--- src/rtl/instr_loader.sv ---
// Byte-stream program loader for the autoencoder core's instruction memory.
// Packs byte pairs into 16-bit words, verifies a trailing XOR checksum, then releases the core.
module instr_loader #(
  parameter int unsigned ADDR_WIDTH = 5,
  parameter int unsigned DEPTH      = 32
) (
  input  logic                  clock,
  input  logic                  reset_n,
  input  logic                  start,
  input  logic [ADDR_WIDTH-1:0] length,
  input  logic                  in_valid,
  input  logic [7:0]            in_data,
  output logic                  in_ready,
  output logic                  wr_en,
  output logic [ADDR_WIDTH-1:0] wr_addr,
  output logic [15:0]           wr_data,
  output logic                  busy,
  output logic                  done,
  output logic                  error,
  output logic                  core_run
);

  // One extra bit so a full-depth load (length 0) is representable.
  localparam int unsigned CntW = ADDR_WIDTH + 1;

  typedef enum logic [2:0] {
    StIdle,
    StHi,
    StLo,
    StCheck,
    StRun,
    StErr
  } state_e;

  state_e                r_state, w_state_d;
  logic [CntW-1:0]       r_count, w_count_d;
  logic [ADDR_WIDTH-1:0] r_index, w_index_d;
  logic [7:0]            r_csum, w_csum_d;
  logic [7:0]            r_hi, w_hi_d;
  logic                  r_wr_en, w_wr_en_d;
  logic [ADDR_WIDTH-1:0] r_wr_addr, w_wr_addr_d;
  logic [15:0]           r_wr_data, w_wr_data_d;
  logic                  r_done, w_done_d;

  logic                  w_busy;
  logic                  w_xfer;
  logic                  w_last;
  logic [CntW-1:0]       w_len_words;

  assign w_busy      = (r_state == StHi) || (r_state == StLo) || (r_state == StCheck);
  assign w_xfer      = in_valid & w_busy;
  assign w_last      = (({1'b0, r_index} + CntW'(1)) == r_count);
  assign w_len_words = (length == '0) ? CntW'(DEPTH) : {1'b0, length};

  always_comb begin
    w_state_d   = r_state;
    w_count_d   = r_count;
    w_index_d   = r_index;
    w_csum_d    = r_csum;
    w_hi_d      = r_hi;
    w_wr_en_d   = 1'b0;
    w_wr_addr_d = r_wr_addr;
    w_wr_data_d = r_wr_data;
    w_done_d    = 1'b0;

    unique case (r_state)
      StIdle, StRun, StErr: begin
        if (start) begin
          w_state_d = StHi;
          w_count_d = w_len_words;
          w_index_d = '0;
          w_csum_d  = 8'h00;
        end
      end
      StHi: begin
        if (w_xfer) begin
          w_hi_d    = in_data;
          w_csum_d  = r_csum ^ in_data;
          w_state_d = StLo;
        end
      end
      StLo: begin
        if (w_xfer) begin
          w_csum_d    = r_csum ^ in_data;
          w_wr_en_d   = 1'b1;
          w_wr_addr_d = r_index;
          w_wr_data_d = {r_hi, in_data};
          w_index_d   = r_index + 1'b1;
          w_state_d   = w_last ? StCheck : StHi;
        end
      end
      StCheck: begin
        if (w_xfer) begin
          if (in_data == r_csum) begin
            w_state_d = StRun;
            w_done_d  = 1'b1;
          end else begin
            w_state_d = StErr;
          end
        end
      end
      default: w_state_d = StIdle;
    endcase
  end

  always_ff @(posedge clock or negedge reset_n) begin
    if (!reset_n) begin
      r_state   <= StIdle;
      r_count   <= '0;
      r_index   <= '0;
      r_csum    <= 8'h00;
      r_hi      <= 8'h00;
      r_wr_en   <= 1'b0;
      r_wr_addr <= '0;
      r_wr_data <= 16'h0000;
      r_done    <= 1'b0;
    end else begin
      r_state   <= w_state_d;
      r_count   <= w_count_d;
      r_index   <= w_index_d;
      r_csum    <= w_csum_d;
      r_hi      <= w_hi_d;
      r_wr_en   <= w_wr_en_d;
      r_wr_addr <= w_wr_addr_d;
      r_wr_data <= w_wr_data_d;
      r_done    <= w_done_d;
    end
  end

  // Ready depends on state alone so upstream can never form a valid/ready loop.
  assign in_ready = w_busy;
  assign busy     = w_busy;
  assign wr_en    = r_wr_en;
  assign wr_addr  = r_wr_addr;
  assign wr_data  = r_wr_data;
  assign done     = r_done;
  assign error    = (r_state == StErr);
  assign core_run = (r_state == StRun);

endmodule

--- config.mk ---
export PLATFORM = sky130hd
export DESIGN_NAME = instr_loader
export DESIGN_NICKNAME = d
export VERILOG_FILES = /design/src/rtl/instr_loader.sv
export SDC_FILE = /design/constraint.sdc
export NUM_CORES = 1
export LEC_CHECK = 0
export ABC_AREA = 1
export ABC_CLOCK_PERIOD_IN_PS = 1800
export BUFFER_PORTS_ARGS = -buffer_cell sky130_fd_sc_hd__buf_2
export CAP_MARGIN = 40
export CORE_MARGIN = 2
export CORE_UTILIZATION = 30
export CTS_CLUSTER_DIAMETER = 30
export CTS_CLUSTER_SIZE = 16
export DETAILED_ROUTE_END_ITERATION = 6
export GPL_ROUTABILITY_DRIVEN = 0
export HOLD_SLACK_MARGIN = 0.05
export PLACE_DENSITY = 0.55
export SLEW_MARGIN = 10
export SYNTH_ARGS = -nofsm -noshare
export SYNTH_HDL_FRONTEND = slang
export SYNTH_SLANG_ARGS = --single-unit
--- constraint.sdc ---
create_clock -name clock -period 1.8 [get_ports clock]
set_input_delay 0.36 -clock clock [delete_from_list [all_inputs] [get_ports clock]]
set_output_delay 0.36 -clock clock [all_outputs]
set_load 0.02 [all_outputs]
# == Word level (Yosys, flattened, before mapping) ==
# Cells that the tools add are included.
# word_totals
register_bits,53
latchBits,0
ramBits,0
mem_bits_ro,0
inputBits,17
out_inout_bits,27
word_cells,58
n_memories,0
# classes
addsub,2
n_mul,0
div_mod_pow,0
order_cmp,0
eq_ne,12
shifts,0
muxes,19
bitwise,2
reduce_logical,14
# op_table
cell,count
two-way mux 8 bit,2
case mux 8 bit (2 select lines),1
two-way mux 3 bit,4
case mux 3 bit (4 select lines),1
two-way mux 5 bit,2
case mux 5 bit (2 select lines),1
equality test 8 bit,1
"inequality test 2 bit, second input constant",4
bitwise XOR 8 bit,1
"adder 5 x 1 -> 6 bit, second input constant",1
"equality test 3 x 2 -> 1 bit, second input constant",2
"equality test 3 bit, second input constant",2
equality test 6 bit,1
two-way mux 1 bit,6
two-way mux 6 bit,1
AND reduction 2 bit,3
AND reduction 3 bit,2
"adder 5 x 1 -> 5 bit, second input constant",1
zero test 5 bit,1
AND reduction 4 bit,1
nonzero test 2 bit,2
"equality test 3 x 1 -> 1 bit, second input constant",1
zero test 3 bit,1
OR reduction 3 bit,1
other kinds (5),6

# == Depth between registers and ports, before layout ==
# depth
ltp_word,6
mapped_depth,11
depth_no_buf,11

# == Worst setup path after synthesis ==
# No wires, ideal clock.
# synth_timing
kind,register to register
start,register r_index[0]
end,register r_state[1]
setup_time_ps,65
t_arrival_ps,1297
t_required_ps,1735
path_slack_ps,438
stages_incl_launch_ff,11
n_path_buf,0
synth_period_minus_slack_ps,1362
cell_sequence,dfrtp_1 > ha_1 > inv_1 > nand2_1 > nand2_1 > nand3_1 > nor2_1 > nand3_1 > o21bai_1 > nand2_1 > nand2_1
# synth_between
elab_chain_len,5
# synth_rtl
item,line,source
start: declaration,37,"logic [ADDR_WIDTH-1:0] r_index, w_index_d;"
start signal: assignment,120,r_index <= w_index_d;
adder 5 x 1 -> 6 bit,52,"assign w_last = (({1'b0, r_index} + CntW'(1)) == r_count);"
equality test 6 bit,52,
two-way mux 2 bit,89,w_state_d = w_last ? StCheck : StHi;
two-way mux 3 bit,83,if (w_xfer) begin
case mux 3 bit (4 select lines),66,unique case (r_state)
end signal: assignment,108,r_state <= StIdle;
end signal: assignment,118,r_state <= w_state_d;
end: declaration,35,"state_e r_state, w_state_d;"
# Every way passes these cells. The select of a mux whose other input is x is not followed.
# A chain may end at the register's enable or synchronous reset.

# == Final worst setup path ==
# layout_timing
start,register r_state[1]
end,output error
# layout_between
elab_chain_len,1
# layout_rtl
item,line,source
equality test 3 bit,137,assign error = (r_state == StErr);
end: declaration,19,"output logic error,"
# Every way passes these cells.

==> results.json <==
{
  "layout-drive-gt1-share_pct": 24.9,
  "power.leakage_nw": 1.51,
  "dpl.hpwl_mm": 3.77,
  "dieArea_sq_um": 9070,
  "critPathMaxStageDelay_ps": 460,
  "tightest_slew_ps": 552,
  "viasPerCell": 4.45,
  "ys_ff_latch": 53,
  "async_flop_share_pct": 100,
  "hold_depth": 2,
  "die_w_um": 95.3,
  "syn_area_sq_um": 2500,
  "p_seq_share_pct": 41.3,
  "internal_power_w": 0.00265,
  "core_area_sq_um": 8130,
  "fmax_mhz": 615,
  "rsz0062_at_grt": "false",
  "rrSetupSlack_ps": 270,
  "worstHoldStart": "start",
  "dr.pass1.iters": 4,
  "cts_sinks": 53,
  "yosysWarnings": 0,
  "slew_viol_final": 0,
  "ios": 44,
  "max_cap_violations": 0,
  "path_clk_slew_ps": 100,
  "yosys.area.top_type": "dfrtp_1",
  "numCtsBuffers": 5,
  "ys_types": 28,
  "vias": 1932,
  "p_per_area_nw_per_um2": 1600,
  "final_nets": 346,
  "synthTopCellsByCount": "nand2_1, dfrtp_1, inv_1, o21ai_0, o21ai_1",
  "grtUsageTotal_pct": 12.7,
  "syn_avg_cell_area_sq_um": 8.92,
  "final.period_utilization_pct": 90.4,
  "grt_pass1_wl_mm": 9.05,
  "synth-edff-count": 0,
  "io_buffers": 43,
  "hold_end": "r_state[2]",
  "reg2reg_depth": 10,
  "required_ps": 1440,
  "finalHoldViolations": 0,
  "clk_latency_ps": 310,
  "syn_to_final_growth_pct": 17.2,
  "crit_fanout": 5,
  "comb_power_share_pct": 44.2,
  "skew_ps": 12.0,
  "initial_core_util_pct": 30.7,
  "maxSlewHeadroom_pct": 63.0,
  "grt_start_max_net_pins": 54,
  "final_cell_area_sq_um": 2930,
  "cp-end-kind": "output port",
  "root_buffer": "clkbuf_8",
  "switching_share_pct": 43.4,
  "clockBufferDepth": 2,
  "placementRows": 33,
  "critPathSlowestCell": "dfrtp_1",
  "synth.most_common_cell": "nand2_1",
  "synthesis.nets": 298,
  "synth_area_leaders": "dfrtp_1, nand2_1, inv_1",
  "power.switching_w": 0.00204,
  "dieHeight_um": 95.3,
  "first_iter_violations": 116,
  "ant_nets": 0,
  "antenna_found_initial": 0,
  "cp-start-kind": "flip-flop",
  "synth-main-ff-cell": "dfrtp_1",
  "cp_cell_sequence": "inv_2 -> nand2_1 -> nor2_1 -> buf_2",
  "status": "finished, final reports clean",
  "dpl_cell_area_sq_um": 2830,
  "hp-class": "input port to flip-flop",
  "min_period_ps": 1630,
  "setup-violations-final": 0,
  "reg2reg_to": "r_state[1]",
  "setup_tns_ps": 0,
  "post-cts-setup-buffers": 0,
  "pwr-share-clk_pct": 14.5,
  "synth_seq_area_share_pct": 53.1,
  "wl_mm": 5.12,
  "grt_pass1_vias": 1893,
  "post-route-drc-count": 0,
  "htreeDepth": 2,
  "reg2reg_from": "r_index[0]",
  "overflow": 0,
  "ir_drop_mv": 0.423,
  "worstSetupPathType": "flip-flop to output port",
  "yosys.area.top_type_share_pct": 53.1,
  "netlist_instances": 280,
  "insertedDiodeCount": 0,
  "cp.arrival_ps": 1270,
  "wl_per_cell_um": 11.8,
  "cts_tree": "yes"
}
-- what timing repair did --
action	4_1_cts	5_1_grt
endpoints found under the hold margin	43	0
hold buffers	1	0
setup endpoints to repair	0	2
resized for setup	0	1
-- worst max-delay path by stage --
stage | startpoint | endpoint | slack, ps | cells after the start
2_1_floorplan | r_index[0] | r_state[1] | 440 | 10
3_3_place_gp | r_index[0] | r_state[1] | 260 | 10
3_5_place_dp | r_index[0] | r_state[1] | 290 | 10
4_1_cts | r_state[1] | error | 100 | 4
5_1_grt | r_state[1] | error | 60 | 4
6_report | r_state[1] | error | 170 | 4
-- worst max-delay path: cells and delay by family (launching register included) --
| family | cells | cell delay (ps) |
|---|---|---|
| buffers and inverters | 2 | 300 |
| flip-flops | 1 | 460 |
| AND/OR/NAND/NOR | 2 | 200 |
-- kinds of logic (layout without fill, tap and decap cells) --
group | count (synthesis) | after routing | share of synthesized area (%)
buffers and inverters | 38 | 87 | 7.51
AND/OR/NAND/NOR | 135 | 135 | 24.1
flip-flops | 53 | 53 | 53.1
XOR/XNOR | 8 | 8 | 2.80
AO/OA/AOI/OAI | 45 | 45 | 12.0
adder cells (fa/ha/maj) | 1 | 1 | 0.501
-- per-stage QoR --
stage / cells / util (%) / setup WS [ps] / hold WS [ps] / total power, W
3_3_place_gp: 425 / 34.8 / 260 / 378 / 0.00406
5_1_grt: 434 / 36.0 / 58.7 / 277 / 0.00514
3_5_place_dp: 425 / 34.8 / 293 / 379 / 0.00406
4_1_cts: 434 / 36.0 / 97.0 / 260 / 0.00476
6_report: 434 / 36.0 / 173 / 264 / 0.00469
2_1_floorplan: 280 / - / 438 / 64.4 / 0.00350
-- layout by cell type, fill, tap and decap left out, types with 4 or more instances in the layout --
master     n
nand3_1   12
nand2_1   92
inv_1     27
nor3_1     4
o22ai_2    4
nor2_1    11
inv_2      4
buf_2     43
xor2_1     4
o21ai_0   13
o21ai_2   10
nand3b_1   5
clkbuf_8   5
xnor2_1    4
nor2_4     4
dfrtp_1   53
o21ai_1   13
-- cell type report --
class,instances,area [sq um]
Fill cell,844,5200
Timing Repair Buffer,48,280
Clock buffer,5,68.8
Tap cell,105,131
Inverter,31,116
Sequential cell,53,1330
Multi-Input combinational cell,189,985
Clock inverter,3,21.3
-- registers in the layout, indices dropped and copies added (netlist names) --
| register | cells |
|---|---|
| done | 1 |
| r_count | 6 |
| r_csum | 8 |
| r_hi | 8 |
| r_index | 5 |
| r_state | 3 |
| wr_addr | 5 |
| wr_data | 16 |
| wr_en | 1 |
-- metal layers --
layer / up-vias / routed length (um) / track usage (%) / part of all wire [%]
met5: - / 0 / 0 / 0
met4: 0 / 66 / 3.74 / 1.3
met3: 5 / 212 / 2.85 / 4.1
met2: 39 / 2200 / 19.2 / 43
met1: 894 / 2640 / 18.2 / 52
li1: 994 / - / - / -
-- power groups by stage --
stage | Sequential [W] | Combinational (W) | Clock (W)
6_report | 0.00193 | 0.00207 | 0.000681
5_1_grt | 0.00201 | 0.00238 | 0.000756
4_1_cts | 0.00194 | 0.00211 | 0.000708
3_5_place_dp | 0.00196 | 0.00210 | 0
3_3_place_gp | 0.00196 | 0.00209 | 0
2_1_floorplan | 0.00216 | 0.00134 | 0
Power figures use the tool's default switching activity.
